===== src/rtl/cache_dir_array.sv =====
// ---------------------------------------------------------------------------
// cache_dir_array
//
// Directory storage for one cache. Each index holds one {tag, line state}
// entry. The block answers the cache controller through the rsp side of
// cache_dir_if:
//   - lookup: the entry at dir.index is registered onto current_tag /
//     current_state, so it is visible one cycle after the index is presented.
//   - write:  dir.write stores {next_tag, next_state} at dir.index in one
//     cycle. A lookup of the same index in that cycle returns the new data.
// After reset or a flush pulse, every entry is cleared to INVALID by a
// sequential sweep over all indices. init_done is low during the sweep.
//
// Ports
//   clk        clock, all state changes on the rising edge
//   rst        synchronous active-high reset
//   dir        cache_dir_if.rsp: index, next_tag, next_state, write in;
//              current_tag, current_state out
//   flush      one-cycle pulse, invalidate every entry
//   init_done  high while the directory accepts requests
// ---------------------------------------------------------------------------

package cache_pkg;
    typedef enum logic [1:0] {
        INVALID   = 2'd0,
        SHARED    = 2'd1,
        EXCLUSIVE = 2'd2,
        MODIFIED  = 2'd3
    } line_state_t;
endpackage

interface cache_dir_if #(
    parameter int INDEX_WIDTH = 7,
    parameter int TAG_WIDTH   = 20
);
    import cache_pkg::*;

    logic [INDEX_WIDTH-1:0] index;
    logic [TAG_WIDTH-1:0]   next_tag;
    line_state_t            next_state;
    logic                   write;
    logic [TAG_WIDTH-1:0]   current_tag;
    line_state_t            current_state;

    modport req (
        output index, next_tag, next_state, write,
        input  current_tag, current_state
    );

    modport rsp (
        input  index, next_tag, next_state, write,
        output current_tag, current_state
    );
endinterface

module cache_dir_array
    import cache_pkg::*;
#(
    parameter int INDEX_WIDTH = 7,
    parameter int TAG_WIDTH   = 20
) (
    input  logic    clk,
    input  logic    rst,
    cache_dir_if.rsp dir,
    input  logic    flush,
    output logic    init_done
);

    localparam int DEPTH = 2 ** INDEX_WIDTH;
    localparam logic [INDEX_WIDTH-1:0] SWEEP_LAST = {INDEX_WIDTH{1'b1}};

    typedef struct packed {
        logic [TAG_WIDTH-1:0] tag;
        line_state_t          state;
    } dir_entry_t;

    typedef enum logic {
        SWEEP = 1'b0,
        READY = 1'b1
    } fsm_t;

    localparam dir_entry_t EMPTY_ENTRY = '{tag: '0, state: INVALID};

    fsm_t                   state_reg;
    fsm_t                   state_next;
    logic [INDEX_WIDTH-1:0] sweep_idx_reg;
    logic [INDEX_WIDTH-1:0] sweep_idx_next;
    logic                   init_done_reg;
    logic                   init_done_next;

    // Single write port shared by the sweep and by controller writes.
    logic                   wr_en;
    logic [INDEX_WIDTH-1:0] wr_addr;
    dir_entry_t             wr_data;
    logic                   lookup_en;

    dir_entry_t             mem [DEPTH];
    dir_entry_t             rd_reg;

    // ---------------------------------------------------------------
    // State register
    // ---------------------------------------------------------------
    always_ff @(posedge clk) begin
        if (rst) begin
            state_reg     <= SWEEP;
            sweep_idx_reg <= '0;
            init_done_reg <= 1'b0;
        end else begin
            state_reg     <= state_next;
            sweep_idx_reg <= sweep_idx_next;
            init_done_reg <= init_done_next;
        end
    end

    // ---------------------------------------------------------------
    // Next-state logic
    // ---------------------------------------------------------------
    always_comb begin
        state_next     = state_reg;
        sweep_idx_next = sweep_idx_reg;
        case (state_reg)
            SWEEP: begin
                // Wraps back to 0 on the last entry, ready for the next sweep.
                sweep_idx_next = sweep_idx_reg + 1'b1;
                if (sweep_idx_reg == SWEEP_LAST) begin
                    state_next = READY;
                end
            end
            READY: begin
                if (flush) begin
                    state_next     = SWEEP;
                    sweep_idx_next = '0;
                end
            end
            default: begin
                state_next     = SWEEP;
                sweep_idx_next = '0;
            end
        endcase
    end

    // ---------------------------------------------------------------
    // Output / datapath control
    // ---------------------------------------------------------------
    always_comb begin
        wr_en          = 1'b0;
        wr_addr        = dir.index;
        wr_data        = '{tag: dir.next_tag, state: dir.next_state};
        lookup_en      = 1'b0;
        init_done_next = 1'b0;
        case (state_reg)
            SWEEP: begin
                // Controller writes are dropped; the port belongs to the sweep.
                wr_en          = 1'b1;
                wr_addr        = sweep_idx_reg;
                wr_data        = EMPTY_ENTRY;
                init_done_next = (sweep_idx_reg == SWEEP_LAST);
            end
            READY: begin
                // A flush outranks a write presented in the same cycle.
                wr_en          = dir.write & ~flush;
                lookup_en      = ~flush;
                init_done_next = ~flush;
            end
            default: begin
                wr_en = 1'b0;
            end
        endcase
    end

    // ---------------------------------------------------------------
    // Storage: single-port RAM, write-first registered read
    // ---------------------------------------------------------------
    always_ff @(posedge clk) begin
        if (wr_en && !rst) begin
            mem[wr_addr] <= wr_data;
        end
    end

    // In READY the write address is dir.index, so a write and a lookup in
    // the same cycle always hit the same entry; returning wr_data gives
    // write-first behaviour without a second read port.
    always_ff @(posedge clk) begin
        if (rst || !lookup_en) begin
            rd_reg <= EMPTY_ENTRY;
        end else if (wr_en) begin
            rd_reg <= wr_data;
        end else begin
            rd_reg <= mem[dir.index];
        end
    end

    assign dir.current_tag   = rd_reg.tag;
    assign dir.current_state = rd_reg.state;
    assign init_done         = init_done_reg;

endmodule


===== src/flat_wrapper.sv =====
// flat-port wrapper written by rule: the top's interface ports become plain ports
module cache_dir_array_flat import cache_pkg::*;
#(
    parameter int INDEX_WIDTH = 7,
    parameter int TAG_WIDTH   = 20
)
  (clk, rst, flush, init_done, dir_index, dir_next_tag, dir_next_state, dir_write, dir_current_tag, dir_current_state);
  cache_dir_if #(.INDEX_WIDTH(INDEX_WIDTH), .TAG_WIDTH(TAG_WIDTH)) dir_i ();
  input  logic clk;
  input  logic rst;
  input  logic flush;
  output logic init_done;
  input wire logic [$bits(dir_i.index)-1:0] dir_index;
  input wire logic [$bits(dir_i.next_tag)-1:0] dir_next_tag;
  input wire logic [$bits(dir_i.next_state)-1:0] dir_next_state;
  input wire logic [$bits(dir_i.write)-1:0] dir_write;
  output wire logic [$bits(dir_i.current_tag)-1:0] dir_current_tag;
  output wire logic [$bits(dir_i.current_state)-1:0] dir_current_state;
  assign dir_i.index = dir_index;
  assign dir_i.next_tag = dir_next_tag;
  assign dir_i.next_state = dir_next_state;
  assign dir_i.write = dir_write;
  assign dir_current_tag = dir_i.current_tag;
  assign dir_current_state = dir_i.current_state;
  cache_dir_array #(.INDEX_WIDTH(INDEX_WIDTH), .TAG_WIDTH(TAG_WIDTH)) u_core (.clk(clk), .rst(rst), .dir(dir_i), .flush(flush), .init_done(init_done));
endmodule

===== config.mk =====
export PLATFORM = sky130hd
export DESIGN_NAME = cache_dir_array_flat
export DESIGN_NICKNAME = d
export VERILOG_FILES = /design/src/rtl/cache_dir_array.sv /design/src/flat_wrapper.sv
export SDC_FILE = /design/constraint.sdc
export NUM_CORES = 2
export LEC_CHECK = 0
export BUFFER_PORTS_ARGS = -buffer_cell sky130_fd_sc_hd__buf_2
export CORE_UTILIZATION = 40
export CTS_CLUSTER_SIZE = 20
export DETAILED_ROUTE_END_ITERATION = 10
export HOLD_SLACK_MARGIN = 0.08
export PLACE_DENSITY_LB_ADDON = 0.1
export SYNTH_ARGS = -nofsm -noshare
export SYNTH_HDL_FRONTEND = slang
export SYNTH_SLANG_ARGS = --single-unit

===== constraint.sdc =====
create_clock -name clk -period 9.6 [get_ports clk]
set_input_delay 1.44 -clock clk [delete_from_list [all_inputs] [get_ports clk]]
set_output_delay 1.44 -clock clk [all_outputs]
set_load 0.1 [all_outputs]

Yosys cells after proc, flatten, opt, wreduce, memory -nomap -nowiden
Memory sizes are Yosys's and may differ from the RTL's. A register that Yosys moved wholly into a read port is not among the register bits.
Index checks and enable logic that the tools add are counted.
Widths: inputs -> output; s select.
- memories: 1
- input port bits: 33
- register bits: 9
- output and inout port bits: 23
- memory bits (writable): 2816
- memories (memory ; depth ; bits a word ; read ports ; clocked after memory_dff ; wr ports ; RTL line ; source):
    u_core.mem ; 128 ; 22 ; 1 ; 1 ; 1 ; cache_dir_array.sv:97 ; dir_entry_t mem [DEPTH];
- equal/unequal tests: 2
- bitwise operators: 3
- reduce and logical (&&, ||, !) cells: 4
- multiplexer cells: 12
- add/sub/neg operators: 1
- operator list (cell ; count):
    $mux 22 ; 1
    $mux 7 ; 2
    $pmux 7 s2 ; 1
    $add 7x1->7 const B ; 1
    $eq 7x7->1 const B ; 1
    $pmux 1 s2 ; 3
    $mux 1 ; 5
    $logic_not 1->1 ; 2
    $ne 2x2->1 const B ; 1
    $not 1->1 ; 2
    $and 1x1->1 ; 1
    $logic_and 1x1->1 ; 1
    $logic_or 1x1->1 ; 1

Longest topological paths before layout
- depth after elaboration: 6
- depth in mapped cells: 12
- gate-level depth less buffers: 6

Worst setup path before layout
Ideal clock, no wire load.
- path kind: register -> register
- start: reg, netlist name u_core.init_done
- end: mem u_core.mem[0][10] (netlist name) (data pin)
- arrival time: 3790 ps
- period minus slack after synthesis: 4324 ps
- stages on the path, launching flop included: 6
- library setup time: 534 ps
- path slack: 5276 ps
- cell sequence: dfxtp_1 buf_2 clkbuf_1 clkbuf_1 clkbuf_1 and2_1
- RTL lines (what ; RTL line):
    end: declaration ; cache_dir_array.sv:97

==> metrics.yaml <==
cts:
  cts-hold-fix-buffers: 0
  clock-root-buffer: "clkbuf_16"
  clk_pin_slew_ns: 0.07
  cts_resized: 0
  cts.sink_count: 2846
  clock_path_buffers: 4
  cts-buffers-inserted: 308
  cts_setup_buffers: 0
  htreeDepth: 5
  tritoncts: "yes"
  insertion_delay_ns: 0.89
min_path:
  min_path_cells: 2
  hp-class: "reg2reg"
  whs_endpoint: "u_core.sweep_idx_reg[1]"
  min_from: "u_core.sweep_idx_reg[1]"
synth:
  synth_async_sr_flop_share: 0
  avgSynthCellArea_sq_um: 22.8
  yosys_warnings: 0
  synthCells: 4786
  syn-num-nets: 4820
  synth_top_flop_cell: "edfxtp_1"
  synth-seq-cells: 2846
  syn_area_sq_mm: 0.109
  ys_seq_area_frac: 0.779
  synth_cell_types: 58
  synth_edf_count: 2816
floorplan:
  dieArea_sq_mm: 0.275
  die_h_um: 525
  coreArea_sq_mm: 0.271
  io_pins: 56
  start_util: 0.403
  die_w_um: 525
  fp-row-count: 191
finish:
  drive_above_1_share: 0.300
  areaGrowthSynthToFinish_pct: 13.3
  largest_reg_flops: 2816
  fillers: 22600
  finalNetCount: 5112
  multiInputGateArea_sq_mm: 0.0228
  finish.instance_area_sq_mm: 0.124
  regArea_sq_mm: 0.0852
critical_path:
  slowest_delay_ns: 1.13
  reg2reg_setup_slack_ns: 4.52
  crit_chain: "buf_4 > a21oi_1 > nand2_1 > o211ai_2 > o221ai_1 > a221oi_2"
  r2r_cells: 6
  cp_top_family: "compound AO/OA/AOI/OAI gates"
  critPathKind: "reg2reg"
  r2r_end: "u_core.dir.current_tag[1]"
  worstPathArrival_ns: 5.85
  r2r_start: "u_core.init_done"
  worstPathRequired_ns: 10.37
  path_buf_inv: 1
  start_kind: "flip-flop"
  end_kind: "flip-flop"
  path_max_fanout: 39
  slowest_stage: "o211ai_2"
power:
  internal_power_mw: 20.3
  switching_share: 0.212
  combPwrFrac: 0.038
  power.switching_mw: 5.46
  power_mw: 25.8
  powerDensity_mw_per_mm2: 208
  vdd.ir_drop.worst_uv: 139
  power_frac_clock: 0.439
  leakagePower_nw: 38.6
  power_frac_seq: 0.523
routing:
  routed_wl_um: 308000
  vias: 51600
  via_per_inst: 5.79
  drt-wirelength-per-cell_um: 34.6
  drt_pass1_iterations: 6
  detail-route-antenna-nets: 0
  drcViolationCount: 0
  drtIter0Drc: 5422
sta:
  setup_viol: 0
  min_period_ns: 5.08
  maxSlewViolCount: 0
  holdWs_ns: 0.531
  rsz0062_at_grt: "no"
  relSlewSlack: 0.146
  finalHoldViolCount: 0
  max_clock_freq_ghz: 0.197
  worst_pin_slew_ns: 1.28
  period_share: 0.529
  fin_skew_ns: 0.0369
  tns_ns: 0
placed_design:
  io_buffers: 55
  dpl.hpwl_um: 174000
  placed_area_sq_mm: 0.114
  gp_congestion: 0.878
run:
  cap_violations: 0
grt:
  grt_max_degree: 102
  antenna_found_initial: 13
  grt_pass1_wl_um: 429000
  grt_pass1_vias: 52300
  track_usage: 0.222
  grt_overflow: 0
run_status:
  status: "completed"
==> tightest hold or removal path: stages, from the launching register on <==
cell,delay (ns)
dfxtp_1,0.33
nand3b_1,0.09
a21oi_1,0.06
==> final cells by class <==
type | count | area share
multi-input cells | 1668 | 0.184
flip-flops and latches | 2846 | 0.687
inverters | 2 | 0.0000606
repair buffers | 252 | 0.0157
well taps | 3570 | 0.0360
clock buffers | 384 | 0.0664
diodes | 20 | 0.000404
clock inverters | 171 | 0.0102
==> power groups by stage <==
stage	Sequential (mW)	Combinational (mW)	Clock, mW
2_1_floorplan	13.7	0.646	0
3_3_place_gp	13.7	0.996	0
3_5_place_dp	13.7	0.996	0
4_1_cts	13.5	0.997	11.5
5_1_grt	13.5	1.03	12.0
6_report	13.5	0.983	11.3
==> cell usage in the layout (no fill, tap or decap), drive strengths merged, types with 4 or more instances in the layout <==
| cell type | instances |
|---|---|
| edfxtp | 2816 |
| o221ai | 56 |
| o22ai | 140 |
| and2 | 27 |
| a22o | 8 |
| o22a | 17 |
| clkbuf | 384 |
| o21ai | 17 |
| a221oi | 32 |
| nor2b | 24 |
| mux2 | 41 |
| a21oi | 13 |
| o211ai | 18 |
| a211oi | 21 |
| nor2 | 169 |
| clkinv | 140 |
| bufinv | 14 |
| mux4 | 685 |
| inv | 14 |
| buf | 252 |
| nor3 | 4 |
| a22oi | 51 |
| nand2b | 21 |
| nand2 | 92 |
| dfxtp | 30 |
| nand3b | 5 |
| nor4 | 22 |
| o32ai | 17 |
| diode | 20 |
| xor2 | 6 |
| mux2i | 134 |
| clkinvlp | 5 |
| nand3 | 20 |
==> stage by stage <==
stage                     std cells  setup slack (ns)  utilization
after floorplan                4786              5.28            -
after global placement         8338              3.85        0.422
after detailed placement       8338              3.80        0.422
after CTS                      8893              4.55        0.457
after global routing           8908              4.22        0.457
final                          8913              4.52        0.457
==> cell families (layout without fill, tap and decap cells) <==
family / Yosys count / after routing / synth area share
simple gates: 395 / 395 / 0.0166
xor+xnor: 6 / 6 / 0.000481
buf+inv: 272 / 809 / 0.0176
other cells: 0 / 20 / 0
mux: 860 / 860 / 0.158
compound gates: 406 / 406 / 0.0287
flops: 2846 / 2846 / 0.779
fa+ha+maj: 1 / 1 / 0.000114
==> routing by layer <==
metal  global-route usage  routed length (um)  up-vias
met5                    0                   0        -
met4               0.0775               11200        0
met3               0.0290               16900      390
met2                0.347              144000     1612
met1                0.322              136000    28400
li1                     -                   -    21100
==> cell usage after synthesis (all sizes together), types with 3 or more instances <==
cell    number  area (sq um)
edfxtp    2816         84600
o22a        17           149
nor2       169           637
nand4        3          18.8
o32ai       17           149
a21oi       13          65.1
nor3         4          30.0
nor2b       24           150
a22oi       51           383
o221ai      56           490
mux2        41           462
dfxtp       30           601
buf        195          1630
a211oi      21           158
o21a         3          22.5
nand3       20           100
clkbuf      75           283
o22ai      140           876
and2        27           169
mux2i      134          1340
xor2         6          52.6
mux4       685         15400
a221oi      32           430
a22o         8          70.1
nand3b       5          37.5
nand2       92           345
o211ai      18           140
o21ai       17          92.6
nor4        22           138
nand2b      21           131
==> worst max path at each step <==
stage                                start                        end  slack [ns]  depth (start not counted)
after detailed placement             flush  u_core.dir.current_tag[1]        3.80                          7
after global placement               flush  u_core.dir.current_tag[1]        3.85                          7
after CTS                 u_core.init_done  u_core.dir.current_tag[1]        4.55                          6
after global routing      u_core.init_done  u_core.dir.current_tag[1]        4.22                          6
after floorplan           u_core.init_done          u_core.mem[0][10]        5.28                          5
final                     u_core.init_done  u_core.dir.current_tag[1]        4.52                          6
Power figures use the tool's default switching activity.
